**src/rtl/mem_port_arbiter.sv**
```systemverilog
// Memory port arbiter: merges fetch and load/store requests onto one memory bus,
// one transaction in flight, with response-ID matching and a response timeout.
module mem_port_arbiter #(
   parameter int unsigned ID_W    = 8,
   parameter int unsigned TIMEOUT = 1024
) (
   input  logic            clk,
   input  logic            reset,

   input  logic            f_req_valid,
   input  logic [63:0]     f_req_addr,
   input  logic [ID_W-1:0] f_req_id,
   output logic            f_req_ready,
   output logic            f_resp_valid,
   output logic [63:0]     f_resp_data,

   input  logic            ls_req_valid,
   input  logic            ls_req_write,
   input  logic [63:0]     ls_req_addr,
   input  logic [63:0]     ls_req_wdata,
   input  logic [ID_W-1:0] ls_req_id,
   output logic            ls_req_ready,
   output logic            ls_resp_valid,
   output logic [63:0]     ls_resp_data,

   output logic            mem_req_valid,
   output logic            mem_req_write,
   output logic [63:0]     mem_req_addr,
   output logic [63:0]     mem_req_wdata,
   output logic [ID_W-1:0] mem_req_id,
   input  logic            mem_req_busy,
   input  logic            mem_resp_valid,
   input  logic [ID_W-1:0] mem_resp_id,
   input  logic [63:0]     mem_resp_data,

   output logic            err_timeout,
   output logic [31:0]     fetch_wait_cnt
);

   localparam int unsigned CNT_W = 32;

   typedef enum logic [1:0] {
      ST_IDLE,
      ST_ISSUE,
      ST_WAIT,
      ST_RESP
   } state_t;

   state_t            state;
   logic              last_ls;   // last acceptance went to load/store
   logic              owner_ls;  // current transaction belongs to load/store
   logic [ID_W-1:0]   cap_id;    // ID kept for response matching after issue
   logic [CNT_W-1:0]  wait_cnt;
   logic              grant_f;
   logic              grant_ls;

   // Alternating priority: on a tie the port not granted last time wins.
   always_comb begin
      grant_f  = f_req_valid  && (!ls_req_valid || last_ls);
      grant_ls = ls_req_valid && (!f_req_valid  || !last_ls);
   end

   // Acceptance is only possible in IDLE and never while reset is held.
   assign f_req_ready  = !reset && (state == ST_IDLE) && grant_f;
   assign ls_req_ready = !reset && (state == ST_IDLE) && grant_ls;

   // Transaction FSM, registered outputs and stall counter.
   always_ff @(posedge clk or posedge reset) begin
      if (reset) begin
         state          <= ST_IDLE;
         last_ls        <= 1'b1;
         owner_ls       <= 1'b0;
         cap_id         <= '0;
         wait_cnt       <= '0;
         mem_req_valid  <= 1'b0;
         mem_req_write  <= 1'b0;
         mem_req_addr   <= '0;
         mem_req_wdata  <= '0;
         mem_req_id     <= '0;
         f_resp_valid   <= 1'b0;
         f_resp_data    <= '0;
         ls_resp_valid  <= 1'b0;
         ls_resp_data   <= '0;
         err_timeout    <= 1'b0;
         fetch_wait_cnt <= '0;
      end else begin
         if (f_req_valid && !f_req_ready && (fetch_wait_cnt != {CNT_W{1'b1}}))
            fetch_wait_cnt <= fetch_wait_cnt + CNT_W'(1);

         case (state)
            ST_IDLE: begin
               if (f_req_ready) begin
                  owner_ls      <= 1'b0;
                  last_ls       <= 1'b0;
                  cap_id        <= f_req_id;
                  mem_req_valid <= 1'b1;
                  mem_req_write <= 1'b0;
                  mem_req_addr  <= f_req_addr;
                  mem_req_wdata <= '0;
                  mem_req_id    <= f_req_id;
                  state         <= ST_ISSUE;
               end else if (ls_req_ready) begin
                  owner_ls      <= 1'b1;
                  last_ls       <= 1'b1;
                  cap_id        <= ls_req_id;
                  mem_req_valid <= 1'b1;
                  mem_req_write <= ls_req_write;
                  mem_req_addr  <= ls_req_addr;
                  mem_req_wdata <= ls_req_wdata;
                  mem_req_id    <= ls_req_id;
                  state         <= ST_ISSUE;
               end
            end

            ST_ISSUE: begin
               if (!mem_req_busy) begin
                  mem_req_valid <= 1'b0;
                  mem_req_write <= 1'b0;
                  mem_req_addr  <= '0;
                  mem_req_wdata <= '0;
                  mem_req_id    <= '0;
                  wait_cnt      <= '0;
                  state         <= ST_WAIT;
               end
            end

            ST_WAIT: begin
               if (mem_resp_valid && (mem_resp_id == cap_id)) begin
                  if (owner_ls) begin
                     ls_resp_valid <= 1'b1;
                     ls_resp_data  <= mem_resp_data;
                  end else begin
                     f_resp_valid  <= 1'b1;
                     f_resp_data   <= mem_resp_data;
                  end
                  state <= ST_RESP;
               end else if (wait_cnt == CNT_W'(TIMEOUT - 1)) begin
                  err_timeout <= 1'b1;
                  state       <= ST_IDLE;
               end else begin
                  wait_cnt <= wait_cnt + CNT_W'(1);
               end
            end

            ST_RESP: begin
               f_resp_valid  <= 1'b0;
               f_resp_data   <= '0;
               ls_resp_valid <= 1'b0;
               ls_resp_data  <= '0;
               state         <= ST_IDLE;
            end

            default: state <= ST_IDLE;
         endcase
      end
   end

endmodule

```
**config.mk**
```make
export PLATFORM = sky130hd
export DESIGN_NAME = mem_port_arbiter
export DESIGN_NICKNAME = d
export VERILOG_FILES = /design/src/rtl/mem_port_arbiter.sv
export SDC_FILE = /design/constraint.sdc
export NUM_CORES = 1
export LEC_CHECK = 0
export CELL_PAD_IN_SITES_DETAIL_PLACEMENT = 0
export CELL_PAD_IN_SITES_GLOBAL_PLACEMENT = 1
export CORE_AREA = 2 2 228 230
export CTS_CLUSTER_SIZE = 28
export DETAILED_ROUTE_END_ITERATION = 10
export DIE_AREA = 0 0 230 232
export DONT_BUFFER_PORTS = 1
export PLACE_DENSITY = 0.66
export SYNTH_ARGS = -nofsm -noshare
export SYNTH_HDL_FRONTEND = slang
export SYNTH_SLANG_ARGS = --single-unit
```
**constraint.sdc**
```tcl
create_clock -name clk -period 10.9 [get_ports clk]
set_clock_uncertainty 0.1 [all_clocks]
set_input_delay 2.18 -clock clk [delete_from_list [all_inputs] [get_ports clk]]
set_output_delay 2.18 -clock clk [all_outputs]
set_load 0.03 [all_outputs]
```
==> impl_metrics.env <==
export IMPL_rows=83
export IMPL_grt_pass1_wl_mm=70.4
export IMPL_yosys_most_used_dff="dfrtp_1"
export IMPL_critPathRequiredTime_ps=8620
export IMPL_grt_start_max_net_pins=170
export IMPL_cts_buffers_inserted=40
export IMPL_portBuffers=0
export IMPL_route_final_wire_length_mm=47.9
export IMPL_ctsLongestPathBuffers=3
export IMPL_end_kind="output pin"
export IMPL_final_net_count=1604
export IMPL_ys_seq_area_share_pct=57.0
export IMPL_setup_viol=0
export IMPL_cts_root_buf="clkbuf_16"
export IMPL_worstSetupStartpointType="primary input"
export IMPL_fmax_ghz=0.155
export IMPL_overflow=0
export IMPL_die_w_um=230
export IMPL_grt_pass1_vias=10800
export IMPL_path_delay_family="simple AND/OR/NAND/NOR gates"
export IMPL_multi_input_area_sq_um=6090
export IMPL_pre_cts_slack_ps=4380
export IMPL_cts_setup_buffers=0
export IMPL_synth_area_per_cell_sq_um=11.2
export IMPL_num_vias=10800
export IMPL_period_share_pct=59.1
export IMPL_async_reset_ff_share_pct=100
export IMPL_ir_worst_vdd_uv=186
export IMPL_critPathBufInv=2
export IMPL_syn_area_sq_um=15100
export IMPL_cap_violations=0
export IMPL_first_iter_violations=612
export IMPL_rsz0062_at_grt="false"
export IMPL_via_per_inst=5.34
export IMPL_min_path_type="flop to flop"
export IMPL_hold_ws_ps=365
export IMPL_core_area_sq_um=50900
export IMPL_setup_tns_final_ps=0
export IMPL_fin_util_pct=33.7
export IMPL_dieArea_sq_um=53400
export IMPL_crit_chain="nor3_1 -> nand3_4 -> inv_1 -> buf_4"
export IMPL_initial_core_util_pct=29.8
export IMPL_syn_nets=1643
export IMPL_syn_to_final_growth_pct=13.4
export IMPL_clkTransAtPathRegs_ps=50
export IMPL_max_slew_margin_pct=28.6
export IMPL_gp_congestion=0.891
export IMPL_seq_area_sq_um=8630
export IMPL_clock_latency_ps=560
export IMPL_crit_fanout=55
export IMPL_die_y_um=232
export IMPL_globalRouteTotalUtil_pct=17.3
export IMPL_cts_resized=0
export IMPL_yosysWarnings=0
export IMPL_outcome="finished, final reports clean"
export IMPL_final_hold_viol_count=0
export IMPL_setup_ws_ps=4460
export IMPL_cts_hold_buf=0
export IMPL_yosysUniqueCellTypes=55
export IMPL_drtPass1Iterations=5
export IMPL_slew_viol_final=0
export IMPL_cp_slowest_cell="nand3_4"
export IMPL_drc_errors=0
export IMPL_path_class="primary input to output pin"
export IMPL_cp_data_arrival_time_ps=4160
export IMPL_powerDensity_nw_per_um2=344
export IMPL_ant_nets=0
export IMPL_ios=590
export IMPL_routedWlPerCell_um=23.6
export IMPL_max_stage_delay_ps=660
export IMPL_fillers=5126
export IMPL_worst_pin_slew_ps=1070
export IMPL_drive_gt1_share_pct=17.0
export IMPL_p_leak_nw=7.38
export IMPL_synth_seq_cells=345
export IMPL_synth_edf_count=0
export IMPL_syn_inst=1354
export IMPL_period_minus_slack_ps=6440
export IMPL_dp_hpwl_mm=34.5
export IMPL_cts_tree="yes"
export IMPL_cts_sinks=345
export IMPL_htree_levels=2
export IMPL_antenna_found_initial=7
-- per-layer routing --
layer  GRT usage [%]  up-vias  wire [um]
met3            6.29       80       4310
li1                -     4820          -
met5               0        -         41
met2            28.6      459      23600
met1            20.6     5461      18500
met4            6.09        6       1410
-- power breakdown --
part	total (W)	switching (W)	leakage, nW	internal, W
logic	0.00113	0.000583	2.34	0.000543
clock network	0.00142	0.000552	0.686	0.000865
registers	0.00337	0.00155	4.35	0.00182
-- worst min-delay path, cell delays in order (launching register included) --
cell	delay, ps
dfstp_2	370
nand2_1	50
nand2_1	50
-- cell usage after synthesis (all sizes together) (29+ instances only) --
| library cell | count | share of area (%) |
|---|---|---|
| dfrtp | 344 | 57 |
| buf | 36 | 1.2 |
| a31oi | 66 | 2.7 |
| nor4 | 29 | 1.2 |
| clkbuf | 59 | 1.5 |
| mux2 | 129 | 9.6 |
| nand3 | 95 | 3.2 |
| nand2 | 122 | 3.0 |
| and2 | 70 | 2.9 |
| nor2 | 92 | 2.3 |
| a22o | 64 | 3.7 |
-- cells in the final DEF, fill, tap and decap left out, types with 3 or more instances in the layout --
cell type    n
or3_1        6
nor3_1      21
and3_1       9
a211o_1      4
nor4_1      29
o221ai_1     4
and2_1      70
and4_1      15
nor4b_1      4
nor2b_1      4
clkinv_2     6
a211oi_1     3
a21oi_1     27
or4_1        5
a22o_1      64
clkbuf_8     8
o211ai_1     4
nand4_1     28
mux2_2     129
diode_2      4
clkinv_4     3
xnor2_1     22
o31ai_1      3
bufinv_16    5
dfrtp_1    344
a21o_1       4
a221o_1     16
buf_4       12
clkbuf_1     6
nand2_1    122
xor2_1      18
inv_1       14
nor2_1      91
o21ai_0      8
a31oi_1     66
nand3_1     92
clkbuf_16   41
-- cell families (layout without fill, tap and decap cells) --
logic type | after synthesis | in the layout | share of synthesized area, %
AO/OA/AOI/OAI | 215 | 215 | 10.5
XOR/XNOR | 40 | 40 | 2.31
adder cells (fa/ha/maj) | 2 | 2 | 0.165
buffers and inverters | 111 | 102 | 3.09
flip-flops | 345 | 345 | 57.0
multiplexers | 131 | 131 | 9.72
other | 0 | 4 | 0
AND/OR/NAND/NOR | 510 | 510 | 17.2
-- stage by stage --
stage / total power [W] / instance area (sq um) / std cells
after floorplan: 0.00410 / 15100 / 1354
after global placement: 0.00449 / 15800 / 1953
after detailed placement: 0.00454 / 15800 / 1953
after CTS: 0.00598 / 17200 / 2025
after global routing: 0.00620 / 17200 / 2029
final: 0.00591 / 17200 / 2029
-- cell type report --
| class | count | area share, % |
|---|---|---|
| Antenna cell | 4 | 0.0583 |
| Sequential cell | 345 | 50.3 |
| Timing Repair Buffer | 14 | 0.758 |
| Clock inverter | 17 | 1.35 |
| Multi-Input combinational cell | 898 | 35.5 |
| Clock buffer | 55 | 6.75 |
| Inverter | 16 | 0.386 |
| Tap cell | 680 | 4.96 |
-- final timing paths --
kind                           from           endpoint  slack, ps  cells past startpoint
hold reg to reg             last_ls            last_ls        360                      2
max in group asynchronous     reset  fetch_wait_cnt[7]       7870                      2
setup / recovery              reset        f_req_ready       4460                      4
min in group asynchronous     reset       wait_cnt[22]       1450                      1
setup reg to reg           state[1]   mem_req_addr[55]       6340                      7
hold / removal              last_ls            last_ls        360                      2
-- state kept, by name, summed over array words and instances (netlist names), 2 cells and up --
register and cells:
f_resp_data 64, mem_req_wdata 64, ls_resp_data 64, fetch_wait_cnt 32
state 2, mem_req_addr 64, cap_id 8, mem_req_id 8
wait_cnt 32
(Power assumes the default switching activity.)
